### src/rtl/usb_rx_pkg.sv
// rtl/usb_rx_pkg.sv - shared USB receive-path types and default constants
package usb_rx_pkg;

  typedef enum logic [2:0] {
    IDLE,
    PID,
    COUNT,
    DROP,
    ERROR
  } unstuff_state_t;

  localparam int DEFAULT_STUFF_RUN = 6;
  localparam int DEFAULT_PID_BITS  = 8;

endpackage

### src/rtl/bu_run_counter.sv
// rtl/bu_run_counter.sv - consecutive-ones run counter with terminal flag at STUFF_RUN-1
module bu_run_counter #(
  parameter int STUFF_RUN = 6
) (
  input  logic clock,
  input  logic reset_n,
  input  logic clr_i,
  input  logic inc_i,
  output logic term_o
);

  localparam logic [2:0] TERM_CNT = 3'(STUFF_RUN - 1);

  logic [2:0] ones_cnt_q;
  logic [2:0] ones_cnt_d;

  always_comb begin
    ones_cnt_d = ones_cnt_q;
    if (clr_i) begin
      ones_cnt_d = 3'd0;
    end else if (inc_i) begin
      ones_cnt_d = ones_cnt_q + 3'd1;
    end
  end

  always_ff @(posedge clock) begin
    if (!reset_n) begin
      ones_cnt_q <= 3'd0;
    end else begin
      ones_cnt_q <= ones_cnt_d;
    end
  end

  assign term_o = (ones_cnt_q == TERM_CNT);

endmodule

### src/rtl/bit_unstuffer.sv
// rtl/bit_unstuffer.sv - receive bit unstuffer; BIT_UNSTUFF_STATS_EN adds drop_cnt
module bit_unstuffer
  import usb_rx_pkg::*;
#(
  parameter int PID_BITS  = DEFAULT_PID_BITS,
  parameter int STUFF_RUN = DEFAULT_STUFF_RUN
) (
  input  logic        clock,
  input  logic        reset_n,
  input  logic        rx_valid,
  input  logic        rx_bit,
  output logic        out_valid,
  output logic        out_bit,
  output logic        stuff_err,
  output logic        bu_busy
`ifdef BIT_UNSTUFF_STATS_EN
  ,output logic [15:0] drop_cnt
`endif
);

  localparam int BCW = $clog2(PID_BITS + 1);
  localparam logic [BCW-1:0] PID_LAST = BCW'(PID_BITS - 1);

  unstuff_state_t state_q, state_d;
  logic [BCW-1:0] bit_cnt_q, bit_cnt_d;
  logic           out_valid_q, out_bit_q, stuff_err_q;
  logic           prev_valid_q;

  logic pass, err, drop, pkt_start;
  logic cnt_clr, cnt_inc, cnt_term;

  bu_run_counter #(
    .STUFF_RUN(STUFF_RUN)
  ) u_run_counter (
    .clock  (clock),
    .reset_n(reset_n),
    .clr_i  (cnt_clr),
    .inc_i  (cnt_inc),
    .term_o (cnt_term)
  );

  // A packet may only start after rx_valid has been seen low, so a reset
  // landing mid-packet suppresses the rest of that packet.
  assign pkt_start = (state_q == IDLE) && rx_valid && !prev_valid_q;

  always_comb begin
    state_d   = state_q;
    bit_cnt_d = bit_cnt_q;
    pass      = 1'b0;
    err       = 1'b0;
    drop      = 1'b0;
    cnt_clr   = 1'b0;
    cnt_inc   = 1'b0;
    case (state_q)
      IDLE: begin
        if (pkt_start) begin
          pass      = 1'b1;
          bit_cnt_d = BCW'(1);
          cnt_clr   = 1'b1;
          state_d   = (PID_BITS > 1) ? PID : COUNT;
        end
      end
      PID: begin
        if (rx_valid) begin
          pass      = 1'b1;
          bit_cnt_d = bit_cnt_q + BCW'(1);
          if (bit_cnt_q == PID_LAST) begin
            cnt_clr = 1'b1;
            state_d = COUNT;
          end
        end else begin
          state_d = IDLE;
        end
      end
      COUNT: begin
        if (rx_valid) begin
          pass = 1'b1;
          if (!rx_bit) begin
            cnt_clr = 1'b1;
          end else if (cnt_term) begin
            cnt_clr = 1'b1;
            state_d = DROP;
          end else begin
            cnt_inc = 1'b1;
          end
        end else begin
          state_d = IDLE;
        end
      end
      DROP: begin
        // The transmitter always emits the stuffed 0, so a missing one is an error.
        if (rx_valid && !rx_bit) begin
          drop    = 1'b1;
          cnt_clr = 1'b1;
          state_d = COUNT;
        end else begin
          err     = 1'b1;
          state_d = rx_valid ? ERROR : IDLE;
        end
      end
      ERROR: begin
        if (!rx_valid) begin
          state_d = IDLE;
        end
      end
      default: state_d = IDLE;
    endcase
  end

  always_ff @(posedge clock) begin
    if (!reset_n) begin
      state_q      <= IDLE;
      bit_cnt_q    <= '0;
      out_valid_q  <= 1'b0;
      out_bit_q    <= 1'b0;
      stuff_err_q  <= 1'b0;
      prev_valid_q <= rx_valid;
    end else begin
      state_q      <= state_d;
      bit_cnt_q    <= bit_cnt_d;
      out_valid_q  <= pass;
      out_bit_q    <= pass & rx_bit;
      stuff_err_q  <= err;
      prev_valid_q <= rx_valid;
    end
  end

  assign out_valid = out_valid_q;
  assign out_bit   = out_bit_q;
  assign stuff_err = stuff_err_q;
  assign bu_busy   = (state_q != IDLE);

`ifdef BIT_UNSTUFF_STATS_EN
  logic [15:0] drop_cnt_q;

  always_ff @(posedge clock) begin
    if (!reset_n) begin
      drop_cnt_q <= 16'd0;
    end else if (pkt_start) begin
      drop_cnt_q <= 16'd0;
    end else if (drop && (drop_cnt_q != 16'hFFFF)) begin
      drop_cnt_q <= drop_cnt_q + 16'd1;
    end
  end

  assign drop_cnt = drop_cnt_q;
`endif

endmodule

### config.mk
export PLATFORM = sky130hd
export DESIGN_NAME = bit_unstuffer
export DESIGN_NICKNAME = d
export VERILOG_FILES = /design/src/rtl/usb_rx_pkg.sv /design/src/rtl/bu_run_counter.sv /design/src/rtl/bit_unstuffer.sv
export SDC_FILE = /design/constraint.sdc
export NUM_CORES = 1
export LEC_CHECK = 0
export BUFFER_PORTS_ARGS = -buffer_cell sky130_fd_sc_hd__buf_4
export CORE_UTILIZATION = 35
export CTS_CLUSTER_SIZE = 24
export DETAILED_ROUTE_END_ITERATION = 12
export PLACE_DENSITY = 0.53
export SLEW_MARGIN = 15
export SYNTH_ARGS = -nofsm -noshare
export SYNTH_HDL_FRONTEND = slang
export SYNTH_SLANG_ARGS = --single-unit
### constraint.sdc
create_clock -name clock -period 1.5 [get_ports clock]
set_clock_uncertainty 0.05 [all_clocks]
set_input_delay 0.15 -clock clock [delete_from_list [all_inputs] [get_ports clock]]
set_output_delay 0.15 -clock clock [all_outputs]
set_load 0.005 [all_outputs]
* Yosys cells after proc, flatten, opt, wreduce, memory -nomap -nowiden
Cells that the tools add are included. W data, S select, Z words.
Word-level totals: register bits 14, input bits 4, output and inout port bits 4
Operators by class: add/subtract/negate cells 2, equal/unequal tests 12, multiplexer cells 28, bitwise operators 2, reductions and logical operators 13
Operators by type and width (count):
- $mux W3 | 9
- $pmux W3 S5 | 1
- $mux W1 | 13
- $ne A3 B3 Y1 const B | 3
- $mux W4 | 2
- $pmux W4 S2 | 1
- $eq A3 B2 Y1 const B | 2
- $eq A3 B3 Y1 const B | 2
- $ne A2 B2 Y1 const B | 3
- $reduce_and A5 Y1 | 1
- $add A4 B1 Y4 const B | 1
- $eq A4 B3 Y1 const B | 1
- $pmux W1 S4 | 1
- $reduce_or A2 Y1 | 2
- $add A3 B1 Y3 const B | 1
- $eq A3 B1 Y1 const B | 1
- $logic_and A1 B1 Y1 | 3
- $logic_not A3 Y1 | 1
- $reduce_and A3 Y1 | 1
- $reduce_bool A3 Y1 | 1
- $logic_not A1 Y1 | 2
- $pmux W1 S2 | 1
- $reduce_and A2 Y1 | 1
- $reduce_bool A2 Y1 | 1
- 2 further kinds | 2

* Longest topological paths before layout
depth in word-level cells 6, depth in mapped cells 6

* Modules after synthesis
From an unflattened synthesis, not the netlist that was laid out.
Unflattened totals: cells, all modules 86, area total of the unflattened synthesis 774.5 um^2
Modules (own cells, without submodules):
- bit_unstuffer | instances 1, cells each 71, area each 619.3 um^2, sequential area each 220.2 um^2
- bu_run_counter | instances 1, cells each 15, area each 155.1 um^2, sequential area each 60.1 um^2

* Least setup slack after synthesis
No wires, ideal clock.
path type reg2reg, from register state_q[1], to register u_run_counter.ones_cnt_q[1], library setup time 115 ps, arrival 1211 ps, data required time 1335 ps, setup slack 124 ps, stages on the path, launching flop included 6, buffers on the path 1, period minus slack after synthesis 1376 ps, cell sequence dfxtp_1 buf_6 or3_4 o31ai_4 a221oi_2 and2_1
On the way: word-level cells in the longest chain between the ends 6, elaborated cells on any way between the ends 10
Ends and longest elaborated chain:
- from (decl) | line bit_unstuffer.sv:24 | unstuff_state_t state_q, state_d;
- from (signal assigned) | line bit_unstuffer.sv:119 | state_q <= state_d;
- $logic_not A3 Y1 | line bit_unstuffer.sv:44, bit_unstuffer.sv:54
- $logic_and A1 B1 Y1 (2 in a row) | line bit_unstuffer.sv:44 | assign pkt_start = (state_q == IDLE) && rx_valid && !prev_valid_q;
- $mux W1 | line bit_unstuffer.sv:56 | if (pkt_start) begin
- $pmux W1 S4 | line bit_unstuffer.sv:54 | case (state_q)
- $reduce_or A2 Y1 (no line)
- to (signal assigned) | line bu_run_counter.sv:30 | ones_cnt_q <= ones_cnt_d;
- to (decl) | line bu_run_counter.sv:14 | logic [2:0] ones_cnt_q;
Several ways; a longest one is shown, not always the timed one. A chain may end at the register's enable or synchronous reset.

* Final worst setup path
from input rx_valid, to register state_q[0]
On the way: word-level cells in the longest chain between the ends 4, elaborated cells on any way between the ends 13
Ends and longest elaborated chain:
- from (decl) | line bit_unstuffer.sv:10 | input logic rx_valid,
- $logic_and A1 B1 Y1 (2 in a row) | line bit_unstuffer.sv:44
- $ne A2 B2 Y1 (no line)
- $reduce_and A5 Y1 (no line)
Several ways; a longest one is shown, not always the timed one.

==> reports/metrics.csv <==
stage,metric,value,unit
detailed_routing,final wirelength,1.44,mm
grt,GR Overflow Total,0,
setup_path,Crit path largest cell delay,0.53,ns
detailed_routing,Met1 Wirelength,703,µm
place,Place WS,0.0205,ns
die,core area,1980,µm²
timing,post-route setup slack,0.0340,ns
clock_tree,clock buffer depth,2,
grt,Global Route Usage Sum,15.2,%
synthesis,Synth area leaders,"dfxtp_1 (37%), ha_1 (5.0%), and2_1 (3.3%)",
setup_path,crit path capture type,register,
grt,largest net degree at the start of global routing,13,
clock_tree,Root Driver,clkbuf_4,
power_and_ir_drop,VDD IR max,0.000376,V
die,Die W,48.2,µm
detailed_routing,met2 WL post-DR,673,µm
synthesis,"count leader, synth",dfxtp_1,
clock_tree,CTS tree,yes,
clock_tree,Max H-tree Level,1,
synthesis,"Async S/R FF share, synth",0,%
clock_tree,Clock Latency Late Sink,0.28,ns
power_and_ir_drop,leakage power,0.000358,µW
die,Rows,16,
timing,Final period util,97.7,%
setup_path,crit-path leading delay family,buffers and inverters,
detailed_routing,WL per Instance,12.5,µm
die,die height,48.2,µm
place,HPWL Detailed,1.02,mm
detailed_routing,DR vias,597,
power_and_ir_drop,Power Density,838,nW/µm²
timing,Slew headroom,75.8,%
timing,"Setup violations, final",0,
synthesis,warnings from Yosys,0,
layout,Nets,96,
grt,first-pass GRT wire length,2.37,mm
place,Buffers on Ports,7,
detailed_routing,Initial DRT Pass Iterations,4,
setup_path,largest fanout on the critical path,11,
synthesis,Mean Syn Cell Area,9.59,µm²
setup_path,CP max stage cell,dlygate4sd3_1,
detailed_routing,Antenna Nets Post-Route,0,
worst_hold_path,worst min path class,input pin to register,
grt,vias in the first global route,502,
die,initial core utilization,37.8,%
layout,layout cells sized above 1,30.7,%
clock_tree,Post-CTS Setup Bufs,0,
detailed_routing,routed length on met3,54,µm
synthesis,Post-Syn Instances,78,
detailed_routing,Residual DRC,0,
timing,Worst Tran Pin Value,0.362,ns
synthesis,Syn Nets,85,
timing,setup TNS,0,ns
layout,area grow syn2layout,18.2,%
detailed_routing,uppermost layer routed,met4,
synthesis,Syn Std Cell Area,748,µm²
synthesis,post-synth top area cell,dfxtp_1,
die,die area,2330,µm²
timing,Tmin final,1.47,ns
setup_path,cell chain of the critical path,dlygate4sd3_1 > buf_4 > inv_1 > a2111oi_1 > a21oi_1 > o211a_1,
synthesis,top_reg_cell synth,dfxtp_1,
timing,maximum clock frequency,0.682,GHz
clock_tree,Num CTS Buffers,3,
synthesis,Post-synth EDFFs,0,
setup_path,CP Launch Type,input pin,
setup_path,CP required,1.63,ns
clock_tree,clock-pin slew of the registers on the worst-case setup and hold paths,0.09,ns
detailed_routing,drt via density,5.19,
clock_tree,TritonCTS Sinks,14,
synthesis,synth cell count leaders,"dfxtp_1 (14), nor2_1 (6), and2_1 (4), inv_1 (4), nand2_1 (4)",
die,top-level I/O count,8,
synthesis,register bit total from synthesis,14,
synthesis,register area share after synthesis,37.5,%
setup_path,Buffers & Inverters on Critical Path,3,
synthesis,library cells used by synthesis,37,
layout,Antenna Cells,0,
timing,Final Hold Vio Count,0,
setup_path,crit path DAT,1.60,ns
timing,Max Slew Vio Count,0,
detailed_routing,1st-iter DRT viols,16,
synthesis,area share of the largest cell type after synthesis,37.5,%
grt,initial antenna violation count,0,
timing,RSZ-0062 raised after global routing,yes,
setup_path,"Worst Path Class, Setup",input pin to register,
place,RD Place Congestion,0.716,
run,Max-cap violations,0,
status,status,completed,
## through the flow
step           cells  total power [µW]  instance area [µm²]  util [%]  hold WS (ns)
2_1_floorplan     78               445                  748         -         0.128
3_3_place_gp     110               470                  815      41.1         0.289
3_5_place_dp     110               470                  815      41.1         0.286
4_1_cts          115               753                  861      43.4        0.0619
5_1_grt          115               776                  885      44.6         0.101
6_report         115               741                  885      44.6        0.0831
## sequential cells by signal, summed over array words and instances (netlist names)
name	flops
bit_cnt_q	4
state_q	3
u_run_counter.ones_cnt_q	3
out_bit	1
out_valid	1
prev_valid_q	1
stuff_err	1
## placed cells by master, fill, tap and decap left out, types with 2 or more instances in the layout
cell	count
a211oi_1	2
a22oi_1	2
and2_1	4
nand2_1	4
xor2_1	2
a21oi_1	3
xnor2_1	2
dfxtp_2	3
nor2_1	6
nand4_1	2
clkbuf_4	3
nor3b_1	2
inv_1	4
buf_4	9
ha_2	2
nand3_1	3
and3_1	2
dfxtp_1	11
## final timing paths
path,start,end,slack [ns],depth (start not counted)
max,rx_valid,state_q[0]$_SDFFE_PN0P_,0.03,6
min,rx_bit,out_bit$_SDFF_PN0_,0.08,2
max reg2reg,state_q[0]$_SDFFE_PN0P_,u_run_counter.ones_cnt_q[1]$_SDFFE_PP0P_,0.07,4
min reg2reg,bit_cnt_q[0]$_SDFFE_PN0P_,bit_cnt_q[0]$_SDFFE_PN0P_,0.46,1
## metal layers
layer	GRT usage (%)	up-vias
li1	-	302
met1	21.2	275
met2	20.5	18
met3	3.70	2
met4	10.0	0
met5	0	-
## area by class of cell
cell class / count / area, µm²
timing repair buffer: 10 / 77.6
clock buffer: 4 / 36.3
tap: 27 / 33.8
inverter: 4 / 15.0
sequential: 14 / 284
multi-input combinational: 56 / 438
fill: 188 / 1100
## power breakdown
group	switching (µW)	total [µW]	leakage (µW)	internal, µW
combinational	37.8	77.0	0.000222	39.2
sequential	10.7	391	0.000115	380
clock	126	273	0.0000210	148
total	174	741	0.000358	567
## logic make-up (layout without fill, tap and decap cells)
family | Yosys count | in the layout | synth area share [%]
adder cells (fa/ha/maj) | 3 | 3 | 5.02
buffers and inverters | 8 | 18 | 6.69
AO/OA/AOI/OAI | 17 | 17 | 19.4
flip-flops | 14 | 14 | 37.5
XOR/XNOR | 4 | 4 | 4.68
multiplexers | 1 | 1 | 1.34
AND/OR/NAND/NOR | 31 | 31 | 25.4
## what timing repair did
action / CTS / global route
setup endpoints to repair: 0 / 5
hold endpoints to repair: 1 / 0
hold buffers: 1 / 0
resized for setup: 0 / 8
Note: power is estimated with default switching activity, not from simulation.
